File: src/rtl/sound_channel_if.sv
// Register-side bundle for one pulse-wave tone channel: tone controls in, PCM sample out.
interface sound_channel_if;
  logic        [15:0] period;
  logic        [4:0]  volume;
  logic        [2:0]  width;
  logic signed [23:0] sample;

  modport master (output period, output volume, output width, input sample);
  modport slave  (input period, input volume, input width, output sample);
endinterface

File: src/rtl/sound_channel.sv
// Pulse-wave tone channel: an 8-step waveform with programmable step length, duty and
// amplitude, producing a registered signed 24-bit sample every clock.
module sound_channel (
  input  logic            clk,
  input  logic            rst_n,
  sound_channel_if.slave  bus
);

  logic        [15:0] div;
  logic        [2:0]  step;
  logic signed [23:0] sample_q;
  logic signed [23:0] magnitude;
  logic               high;
  logic signed [23:0] level;

  assign high      = (step <= bus.width);
  assign magnitude = {3'b000, bus.volume, 16'h0000};

  // NOTE: combinational blocks assign every output up front so no path leaves a latch.
  always_comb begin
    level = '0;
    if (bus.volume != 5'd0) begin
      level = high ? magnitude : -magnitude;
    end
  end

  // NOTE: all state is updated with non-blocking assignments so every register sees
  // pre-edge values regardless of statement order.
  always_ff @(posedge clk) begin
    if (!rst_n) begin
      div      <= '0;
      step     <= '0;
      sample_q <= '0;
    end else begin
      sample_q <= level;
      // period 0 freezes the waveform; >= lets a lowered period wrap at once
      if (bus.period != 16'd0) begin
        if (div >= bus.period - 16'd1) begin
          div  <= '0;
          step <= step + 3'd1;
        end else begin
          div  <= div + 16'd1;
        end
      end
    end
  end

  assign bus.sample = sample_q;

endmodule

File: src/flat_wrapper.sv
// flat-port wrapper written by rule: the top's interface ports become plain ports
module sound_channel_flat 
  (clk, rst_n, bus_period, bus_volume, bus_width, bus_sample);
  sound_channel_if bus_i ();
  input  logic clk;
  input  logic rst_n;
  input wire logic [$bits(bus_i.period)-1:0] bus_period;
  input wire logic [$bits(bus_i.volume)-1:0] bus_volume;
  input wire logic [$bits(bus_i.width)-1:0] bus_width;
  output wire logic [$bits(bus_i.sample)-1:0] bus_sample;
  assign bus_i.period = bus_period;
  assign bus_i.volume = bus_volume;
  assign bus_i.width = bus_width;
  assign bus_sample = bus_i.sample;
  sound_channel u_core (.clk(clk), .rst_n(rst_n), .bus(bus_i));
endmodule
File: config.mk
export PLATFORM = sky130hd
export DESIGN_NAME = sound_channel_flat
export DESIGN_NICKNAME = d
export VERILOG_FILES = /design/src/rtl/sound_channel_if.sv /design/src/rtl/sound_channel.sv /design/src/flat_wrapper.sv
export SDC_FILE = /design/constraint.sdc
export NUM_CORES = 1
export LEC_CHECK = 0
export BUFFER_PORTS_ARGS = -buffer_cell sky130_fd_sc_hd__clkbuf_2
export CAP_MARGIN = 20
export CORE_MARGIN = 2
export CORE_UTILIZATION = 54
export DETAILED_ROUTE_END_ITERATION = 7
export PLACE_DENSITY = 0.89
export RECOVER_POWER = 100
export SLEW_MARGIN = 20
export SYNTH_ARGS = -nofsm -noshare
export SYNTH_HDL_FRONTEND = slang
export SYNTH_SLANG_ARGS = --single-unit
export TNS_END_PERCENT = 10
File: constraint.sdc
create_clock -name clk -period 4.6 [get_ports clk]
set_clock_uncertainty 0.1 [all_clocks]
set_input_delay 0.92 -clock clk [delete_from_list [all_inputs] [get_ports clk]]
set_output_delay 0.92 -clock clk [all_outputs]
set_load 0.1 [all_outputs]
==> flow_metrics.env <==
export IMPL_power_frac_seq=0.454
export IMPL_setup_viol=0
export IMPL_swShare=0.384
export IMPL_path_max_fanout=8
export IMPL_drtPass1Iterations=4
export IMPL_antenna_found_initial=0
export IMPL_drv_slew=0
export IMPL_holdWs_ns=0.387
export IMPL_max_freq_mhz=237
export IMPL_ys_seq_elements=27
export IMPL_fin_setup_tns_ns=0
export IMPL_cts_tree="done"
export IMPL_slew_headroom=0.214
export IMPL_synth_seq_area_share=0.259
export IMPL_clock_sinks=27
export IMPL_crit_slowest_cell="or4_1"
export IMPL_die_w_um=66.2
export IMPL_status="finished, final reports clean"
export IMPL_hold_violations=0
export IMPL_fin_crit_sh=0.916
export IMPL_dieArea_um2=4390
export IMPL_dp_slack_ns=0.283
export IMPL_clk_path_buf_depth=2
export IMPL_grt_pass1_wl_um=7150
export IMPL_netlist_instances=246
export IMPL_synth_main_ff_cell="dfxtp_1"
export IMPL_power_share_clock=0.264
export IMPL_cts_root_buf="clkbuf_8"
export IMPL_slowest_delay_ns=0.54
export IMPL_wl_per_cell_um=12.9
export IMPL_synth_area_top_cells="dfxtp_1 (26%), ha_1 (14%), xnor2_1 (5.9%), buf_4 (5.7%), xor2_1 (5.4%)"
export IMPL_min_to="u_core.step[2]"
export IMPL_syn_area_um2=2090
export IMPL_leakagePower_nw=0.918
export IMPL_final_antenna_net_count=0
export IMPL_wl_um=4220
export IMPL_intPower_w=0.000333
export IMPL_die_h_um=66.2
export IMPL_postCtsHoldBufs=0
export IMPL_area_growth_pct=8.44
export IMPL_cts_made_buffers=3
export IMPL_yosysWarnings=0
export IMPL_synth_top_area_cell="dfxtp_1"
export IMPL_power_switching_w=0.000207
export IMPL_layout_nets=330
export IMPL_min_path_type="reg -> reg"
export IMPL_critical_path_buf_inv_count=2
export IMPL_crit_family="simple AND/OR/NAND/NOR gates"
export IMPL_path_cells="clkbuf_1 -> or4_1 -> or3_1 -> or3b_1 -> nor3_1 -> xnor2_1 -> ha_1 -> and4_1 -> o211ai_1 -> o32a_1 -> a21oi_1 -> buf_4 -> mux2i_1"
export IMPL_drc_errors=0
export IMPL_ir_worst_vdd_v=0.000142
export IMPL_drv_cap=0
export IMPL_ctsResizeCount=0
export IMPL_power_frac_comb=0.282
export IMPL_grt_max_degree=17
export IMPL_synth_edf_count=0
export IMPL_ios=50
export IMPL_timing_rr_start="u_core.div[0]"
export IMPL_worstSkewPairLatency_ns=0.29
export IMPL_grt_overflow_total=0
export IMPL_worstHoldPathCells=2
export IMPL_min_from="u_core.step[2]"
export IMPL_power_density_nw_per_um2=238
export IMPL_clkSlewWorstSetupHoldPaths_ns=0.09
export IMPL_worstPathRequired_ns=4.72
export IMPL_criticalPathCategory="in -> reg"
export IMPL_io_buffers=33
export IMPL_fp_row_count=22
export IMPL_yosysTopAreaCellShare=0.259
export IMPL_reg2reg_slack_ns=2.31
export IMPL_drt_iter0_drc=76
export IMPL_critPathArrivalTime_ns=4.34
export IMPL_finalWeightedCongestion=0.812
export IMPL_ff2ff_path_depth=8
export IMPL_tightestPinTransition_ns=1.18
export IMPL_num_antenna_cells=0
export IMPL_postSynthAreaPerCell_um2=8.50
export IMPL_vias=1805
export IMPL_core_area_um2=3690
export IMPL_drive_gt1_frac=0.136
export IMPL_grt_pass1_vias=1711
export IMPL_hpwlAfterDp_um=3380
export IMPL_r2r_end="u_core.div[14]"
export IMPL_grt_setup_unrepaired="false"
export IMPL_async_flop_share=0
export IMPL_regArea_um2=541
export IMPL_multiInputGateArea_um2=1390
export IMPL_htreeDepth=1
export IMPL_drt_vias_per_instance=5.52
export IMPL_grtUsageTotal=0.208
export IMPL_period_minus_slack_ns=4.21
export IMPL_cp_start_kind="primary input"
export IMPL_crit_path_end_kind="flip-flop"
export IMPL_timing_final_ws_setup_ns=0.386
export IMPL_synth_distinct_cells=49
export IMPL_num_fill_cells=335
export IMPL_initial_utilization=0.567
export IMPL_postCtsSetupBuffers=0
-- area by class of cell --
class	instances	area share
inverter	13	0.0215
sequential	27	0.238
timing repair buffer	36	0.0773
multi-input combinational	199	0.615
tap	48	0.0265
clock buffer	3	0.0182
clock inverter	1	0.00331
-- through the flow --
| step | instances | power, W | instance area, um^2 | util |
|---|---|---|---|---|
| after floorplan | 261 | 0.000384 | 2150 | - |
| after global placement | 323 | 0.000401 | 2250 | 0.610 |
| after detailed placement | 323 | 0.000404 | 2250 | 0.610 |
| after CTS | 327 | 0.000541 | 2300 | 0.623 |
| after global routing | 327 | 0.000559 | 2270 | 0.615 |
| final | 327 | 0.000540 | 2270 | 0.615 |
-- cell families (layout without fill, tap and decap cells) --
group / Yosys count / in the layout / share of synthesized area
AO/OA/AOI/OAI: 42 / 42 / 0.129
XOR/XNOR: 27 / 27 / 0.113
adder cells (fa/ha/maj): 24 / 24 / 0.144
buffers and inverters: 35 / 53 / 0.0922
flip-flops: 27 / 27 / 0.259
multiplexers: 6 / 6 / 0.0287
other: 1 / 16 / 0.00179
AND/OR/NAND/NOR: 84 / 84 / 0.233
-- worst max path at each step --
stage	start	to	slack, ns	depth (start not counted)
after global routing	bus_period[1]	u_core.step[1]	0.22	13
after global placement	bus_period[1]	u_core.step[0]	0.39	13
after CTS	bus_period[1]	u_core.step[0]	0.57	13
final	bus_period[1]	u_core.step[0]	0.39	13
after floorplan	bus_period[1]	u_core.div[10]	0.39	12
after detailed placement	bus_period[1]	u_core.step[0]	0.28	13
-- power by group through the flow --
stage          Combinational (W)  Sequential (W)  Clock, W
6_report                0.000152        0.000245  0.000142
5_1_grt                 0.000163        0.000246  0.000150
4_1_cts                 0.000154        0.000245  0.000141
3_5_place_dp            0.000154        0.000251         0
3_3_place_gp            0.000150        0.000250         0
2_1_floorplan           0.000109        0.000275         0
-- per-layer routing --
layer | up-vias | share of wire | track usage
met1 | 840 | 0.48 | 0.255
li1 | 927 | - | -
met5 | - | 0 | 0
met4 | 0 | 0.016 | 0.0689
met2 | 33 | 0.48 | 0.374
met3 | 5 | 0.026 | 0.0256
-- state kept, by name, indices dropped and copies added, names as in the netlist --
name,cells
u_core.div,16
u_core.step,3
u_core.bus.sample,8
-- tightest hold or removal path, delay by kind of cell, from the launching register on --
family,cells,cell delay (ns)
flops,1,0.33
simple gates,1,0.06
mux,1,0.06
-- cells in the mapped netlist (all sizes together), types with 2 or more instances --
cell      n
nor3     23
inv      13
or2       2
o211ai    2
o21ai    13
nand2    12
nor2     13
dfxtp    27
a211oi    7
or4       3
buf      17
a21oi     9
xor2     13
or3b      2
ha       24
and2      2
nand2b    3
or3       4
and4      2
xnor2    14
mux2i     6
o2111ai   3
a31oi     2
and3      3
clkbuf    5
nand4     4
nand3     5
-- layout by cell type (no fill, tap or decap), drive strengths merged, types with 12 or more instances in the layout --
cell / count
clkbuf: 36
nand2: 12
o21ai: 13
ha: 24
dfxtp: 27
nor3: 23
xor2: 13
conb: 16
nor2: 13
inv: 13
xnor2: 14
Power figures use the tool's default switching activity.
